### src/rtl/sram_like_arbiter_pkg.sv
// Shared types for the sram-like slave-port arbiter.
// Owner IDs, grant FSM encodings and the per-master command bundle.
package sram_like_arbiter_pkg;

    localparam logic ARB_OWNER_INST = 1'b0;
    localparam logic ARB_OWNER_DATA = 1'b1;

    typedef enum logic [1:0] {
        ARB_IDLE      = 2'd0,
        ARB_LOCK_INST = 2'd1,
        ARB_LOCK_DATA = 2'd2
    } arb_state_t;

    typedef struct packed {
        logic        req;
        logic        wr;
        logic [1:0]  size;
        logic [3:0]  wstrb;
        logic [31:0] addr;
        logic [31:0] wdata;
    } sram_cmd_t;

endpackage

### src/rtl/sram_like_arbiter_owner_fifo.sv
// In-order owner tracker: 1-bit entries, DEPTH deep, pointers wrap at DEPTH.
// Push is ignored while full and pop while empty.
module arb_owner_fifo
    import sram_like_arbiter_pkg::*;
#(
    parameter int DEPTH = 4
) (
    input  logic clk,
    input  logic resetn,
    input  logic push,
    input  logic din,
    input  logic pop,
    output logic full,
    output logic empty,
    output logic head
);

    localparam int PW = (DEPTH > 1) ? $clog2(DEPTH) : 1;
    localparam int CW = $clog2(DEPTH + 1);
    localparam logic [PW-1:0] LAST = PW'(DEPTH - 1);

    logic [DEPTH-1:0] mem;
    logic [PW-1:0]    wptr;
    logic [PW-1:0]    rptr;
    logic [CW-1:0]    count;
    logic             do_push;
    logic             do_pop;

    function automatic logic [PW-1:0] wrap_inc(input logic [PW-1:0] p);
        return (p == LAST) ? '0 : p + PW'(1);
    endfunction

    assign full    = (count == CW'(DEPTH));
    assign empty   = (count == '0);
    assign head    = mem[rptr];
    assign do_push = push && !full;
    assign do_pop  = pop && !empty;

    // storage, pointers and occupancy
    always_ff @(posedge clk or negedge resetn) begin
        if (!resetn) begin
            mem   <= '0;
            wptr  <= '0;
            rptr  <= '0;
            count <= '0;
        end else begin
            if (do_push) begin
                mem[wptr] <= din;
                wptr      <= wrap_inc(wptr);
            end
            if (do_pop) begin
                rptr <= wrap_inc(rptr);
            end
            unique case ({do_push, do_pop})
                2'b10:   count <= count + CW'(1);
                2'b01:   count <= count - CW'(1);
                default: count <= count;
            endcase
        end
    end

endmodule

### src/rtl/sram_like_arbiter.sv
// Arbitrates IF and MEM sram-like masters onto one slave port.
// Define SRAM_ARB_RR_EN for round-robin contention; default is data-first.
module sram_like_arbiter
    import sram_like_arbiter_pkg::*;
#(
    parameter int OUTSTANDING = 4
) (
    input  logic        clk,
    input  logic        resetn,
    input  logic        inst_req,
    input  logic        inst_wr,
    input  logic [1:0]  inst_size,
    input  logic [3:0]  inst_wstrb,
    input  logic [31:0] inst_addr,
    input  logic [31:0] inst_wdata,
    output logic        inst_addr_ok,
    output logic        inst_data_ok,
    output logic [31:0] inst_rdata,
    input  logic        data_req,
    input  logic        data_wr,
    input  logic [1:0]  data_size,
    input  logic [3:0]  data_wstrb,
    input  logic [31:0] data_addr,
    input  logic [31:0] data_wdata,
    output logic        data_addr_ok,
    output logic        data_data_ok,
    output logic [31:0] data_rdata,
    output logic        sram_req,
    output logic        sram_wr,
    output logic [1:0]  sram_size,
    output logic [3:0]  sram_wstrb,
    output logic [31:0] sram_addr,
    output logic [31:0] sram_wdata,
    input  logic        sram_addr_ok,
    input  logic        sram_data_ok,
    input  logic [31:0] sram_rdata
);

    arb_state_t state_q;
    arb_state_t state_d;
    sram_cmd_t  inst_cmd;
    sram_cmd_t  data_cmd;
    sram_cmd_t  gnt_cmd;
    logic       gnt_vld;
    logic       gnt_owner;
    logic       rr_pick;
    logic       full;
    logic       empty;
    logic       head;
    logic       push;
    logic       pop;

    assign inst_cmd = '{inst_req, inst_wr, inst_size,
                        inst_wstrb, inst_addr, inst_wdata};
    assign data_cmd = '{data_req, data_wr, data_size,
                        data_wstrb, data_addr, data_wdata};

`ifdef SRAM_ARB_RR_EN
    logic last_q;

    // remember who won the most recent accepted request
    always_ff @(posedge clk or negedge resetn) begin
        if (!resetn) begin
            last_q <= ARB_OWNER_INST;
        end else if (push) begin
            last_q <= gnt_owner;
        end
    end

    assign rr_pick = ~last_q;
`else
    assign rr_pick = ARB_OWNER_DATA;
`endif

    // grant FSM state register
    always_ff @(posedge clk or negedge resetn) begin
        if (!resetn) begin
            state_q <= ARB_IDLE;
        end else begin
            state_q <= state_d;
        end
    end

    // grant selection and lock transitions; a lock ends on accept or req drop
    always_comb begin
        state_d   = state_q;
        gnt_vld   = 1'b0;
        gnt_owner = ARB_OWNER_DATA;
        unique case (state_q)
            ARB_LOCK_INST: begin
                gnt_vld   = 1'b1;
                gnt_owner = ARB_OWNER_INST;
                if (!inst_req || sram_addr_ok) begin
                    state_d = ARB_IDLE;
                end
            end
            ARB_LOCK_DATA: begin
                gnt_vld   = 1'b1;
                gnt_owner = ARB_OWNER_DATA;
                if (!data_req || sram_addr_ok) begin
                    state_d = ARB_IDLE;
                end
            end
            ARB_IDLE: begin
                if (!full && (inst_req || data_req)) begin
                    gnt_vld   = 1'b1;
                    gnt_owner = (inst_req && data_req) ? rr_pick
                                                       : data_req;
                    if (!sram_addr_ok) begin
                        state_d = gnt_owner ? ARB_LOCK_DATA
                                            : ARB_LOCK_INST;
                    end
                end
            end
            default: state_d = ARB_IDLE;
        endcase
    end

    assign gnt_cmd = !gnt_vld  ? '0       :
                     gnt_owner ? data_cmd : inst_cmd;

    assign sram_req   = gnt_cmd.req && !full;
    assign sram_wr    = gnt_cmd.wr;
    assign sram_size  = gnt_cmd.size;
    assign sram_wstrb = gnt_cmd.wstrb;
    assign sram_addr  = gnt_cmd.addr;
    assign sram_wdata = gnt_cmd.wdata;

    assign push = sram_req && sram_addr_ok;
    assign pop  = sram_data_ok && !empty;

    assign inst_addr_ok = push && (gnt_owner == ARB_OWNER_INST);
    assign data_addr_ok = push && (gnt_owner == ARB_OWNER_DATA);
    assign inst_data_ok = pop && (head == ARB_OWNER_INST);
    assign data_data_ok = pop && (head == ARB_OWNER_DATA);
    assign inst_rdata   = sram_rdata;
    assign data_rdata   = sram_rdata;

    arb_owner_fifo #(
        .DEPTH (OUTSTANDING)
    ) u_owner_fifo (
        .clk    (clk),
        .resetn (resetn),
        .push   (push),
        .din    (gnt_owner),
        .pop    (sram_data_ok),
        .full   (full),
        .empty  (empty),
        .head   (head)
    );

endmodule

### config.mk
export PLATFORM = sky130hd
export DESIGN_NAME = sram_like_arbiter
export DESIGN_NICKNAME = d
export VERILOG_FILES = /design/src/rtl/sram_like_arbiter_pkg.sv /design/src/rtl/sram_like_arbiter_owner_fifo.sv /design/src/rtl/sram_like_arbiter.sv
export SDC_FILE = /design/constraint.sdc
export NUM_CORES = 1
export LEC_CHECK = 0
export CAP_MARGIN = 40
export CORE_AREA = 2 2 124 126
export DETAILED_ROUTE_END_ITERATION = 12
export DIE_AREA = 0 0 126 128
export HOLD_SLACK_MARGIN = 0.12
export MAX_ROUTING_LAYER = met4
export PLACE_DENSITY = 0.79
export SYNTH_ARGS = -nofsm -noshare
export SYNTH_HDL_FRONTEND = slang
export SYNTH_HIERARCHICAL = 1
export SYNTH_SLANG_ARGS = --single-unit
### constraint.sdc
create_clock -name clk -period 2.6 [get_ports clk]
set_input_delay 0.52 -clock clk [delete_from_list [all_inputs] [get_ports clk]]
set_output_delay 0.52 -clock clk [all_outputs]
set_load 0.005 [all_outputs]
==> summary.md <==
| Metric | Value |
|---|---|
| Synthesized cell area | 3640 um2 |
| Fin util | 0.411 |
| Transition time of the tightest slew-check pin | around 0.57 ns |
| First-pass GRT wire length | about 22000 um |
| Crit-path max FO | 9 |
| HP Class | flop to flop |
| Sink Count | 13 |
| # DRC | 0 |
| Critical Path Start Type | flop |
| Die width | 126 um |
| Relative slew slack | 0.617 |
| Via Count | 3994 |
| Status | completed |
| DRT Pass-1 Iters | 6 |
| Rows | 45 |
| Most frequent cell after synthesis | nand3_1 |
| Worst-path clk slew | 0.04 ns |
| Mapped Nets | 614 |
| Setup violations, final | 0 |
| Minimum clock period | 2.57 ns |
| Grt ovf | 0 |
| Capture point of the worst reg-to-reg path | u_owner_fifo/count[2] |
| Cells on worst reg2reg path | 14 |
| Largest net degree at the start of global routing | 33 |
| Vias in the first global route | between 3000 and 4000 |
| Final Hold Fails | 0 |
| Core area | 14900 um2 |
| Initial antenna violation count | 0 |
| Gpl congestion | 0.864 |
| H-tree lvl count | 1 |
| Total track usage | 0.170 |
| Num CTS Buffers | 3 |
| Yosys reg bits | 13 |
| RSZ-0062 raised after global routing | true |
| Dominant cell type by area after synthesis | a211oi_2 |
| Via density | 4.98 |
| Ys async rst share | 1.00 |
| Nature of the critical path endpoint | primary output |
| Setup CP Type | flop to primary output |
| Count of input and output buffers | 223 |
| Die Ht | about 130 um |
| Worst r2r src | state_q[0] |
| Worst EP required | 2.08 ns |
| Ys flop type | dfrtp_1 |
| Worst path arrival time | 2.05 ns |
| Critical path destination | sram_addr[28] |
| Cells after Synth | 423 |
| Final nets | 806 |
| Share of layout cells above drive strength 1 | 0.446 |
| Final Total Pwr | 5150 uW |
| Hold_ws | 0.507 ns |
| Clock Path Buffers | 2 |
| CP startpoint | state_q[0] |
| WL/cell | 18.1 um |
| Synth top area cells | a211oi_2, buf_4, nand3_1, dfrtp_1, o21ai_2 |
| Syn avg cell area | around 8.6 um2 |
| Routed Antenna Nets | 0 |
| Boundary pin count | 320 |
| Area Overhead vs Synth | 67.8% |
| CTS tree | yes |
| Final WL | about 15000 um |
| Final Slew Violations | 0 |
| Number of synthesis warnings | 6 |
| Max cap viols | 0 |
| P_leak | 0.00247 uW |
| Hold path start | u_owner_fifo/mem[2] |
| Clock Latency Late Sink | 0.24 ns |
| Design area | 6110 um2 |
| Achievable frequency | 0.389 GHz |
| R2R setup slack | 0.13 ns |
| CTS Root Cell | clkbuf_16 |
| Period utilisation layout | 0.988 |
| Most frequent cells after synthesis | nand3_1, a211oi_2, buf_4 |
| DIE AREA | 16100 um2 |
| Clk_skew | between 0.0009 and 0.001 ns |
| Post-synth top area share | 0.240 |
| Sequential element share of the synthesized area | 0.0893 |
| N_diodes | 0 |
| Starting Density | 0.245 |
| DP HPWL | 10600 um |
| Number of flops mapped to enable cells by yosys | 0 |
| Pwr dens | approximately 840 nW/um2 |
| Peak supply drop | between 0.6 and 0.7 mV |
| Cell variety after synth | 47 |
| Iter 0 DRT Violations | 174 |
| Area post-placement | 5820 um2 |
## critical path, cell delays in order (launching register included)
cell and delay [ns]:
dfrtp_1 0.38, inv_2 0.07, ha_4 0.18, buf_4 0.14
nor2b_4 0.17, buf_12 0.17, buf_8 0.16, o21ai_2 0.07
a211oi_2 0.23, clkdlybuf4s15_2 0.24
## cell usage in the layout (no fill, tap or decap), types with 12 or more instances in the layout
| cell | count |
|---|---|
| a211oi_2 | 71 |
| buf_12 | 24 |
| buf_2 | 28 |
| buf_4 | 45 |
| clkbuf_2 | 29 |
| clkdlybuf4s50_1 | 147 |
| dfrtp_1 | 13 |
| dlygate4sd2_1 | 12 |
| nand3_1 | 66 |
| o21ai_1 | 41 |
| o21ai_2 | 31 |
## how the worst min path moves through the flow
stage                     endpoint  slack (ns)  depth (start not counted)
3_5_place_dp   u_owner_fifo/mem[0]        0.50                          2
6_report       u_owner_fifo/mem[2]        0.51                          2
3_3_place_gp   u_owner_fifo/mem[0]        0.49                          2
4_1_cts        u_owner_fifo/mem[0]        0.51                          2
2_1_floorplan           state_q[0]        0.22                          0
5_1_grt        u_owner_fifo/mem[0]        0.53                          2
## flip-flops by register name (all words and copies together) (netlist names)
signal / count
u_owner_fifo/mem: 4
u_owner_fifo/count: 3
state_q: 2
u_owner_fifo/rptr: 2
u_owner_fifo/wptr: 2
## timing repair
action	4_1_cts	5_1_grt
resized for setup	173	91
hold buffers	0	0
buffers inserted	18	7
cloned	5	1
endpoints found under the setup margin	76	75
pin swaps	3	18
## power by group
part / total (uW) / internal [uW] / switching, uW
Sequential: 383 / 306 / 76.7
Clock: 292 / 207 / 85.4
Combinational: 4470 / 2370 / 2100
Total: 5150 / 2890 / 2260
## kinds of logic (layout without fill, tap and decap cells)
family                     Yosys count  count (layout)  synth area share
AOI/OAI and AO/OA                  159             159             0.404
buffers and inverters              126             317             0.278
and+or+nand+nor                    104             104             0.156
DFF                                 13              13            0.0893
adders and majority gates           11              11            0.0398
muxes                                7               7            0.0261
xor gates and xnor gates             3               3           0.00722
## routing by layer
layer | wire length [um] | share of wire | GRT usage
met2 | 7340 | 0.50 | 0.296
met4 | 128 | 0.0088 | 0.0265
met3 | 1040 | 0.072 | 0.0292
met1 | 6040 | 0.42 | 0.211
met5 | 0 | 0 | -
## cell type report
class	count	area, um2
Timing Repair Buffer	302	2940
Sequential cell	13	325
Inverter	11	41.3
Multi-Input combinational cell	284	2500
Clock buffer	4	78.8
Tap cell	188	235
Fill cell	1485	8750
## through the flow
| stage | TNS [ns] | std cells | setup WS (ns) |
|---|---|---|---|
| after detailed placement | -34.21 | 769 | -0.507 |
| after global placement | -32.58 | 769 | -0.483 |
| final | 0 | 802 | 0.0310 |
| after CTS | -0.00390 | 796 | -0.00239 |
| after floorplan | 0 | 423 | 0.0262 |
| after global routing | -0.576 | 802 | -0.0715 |
(Power assumes the default switching activity.)
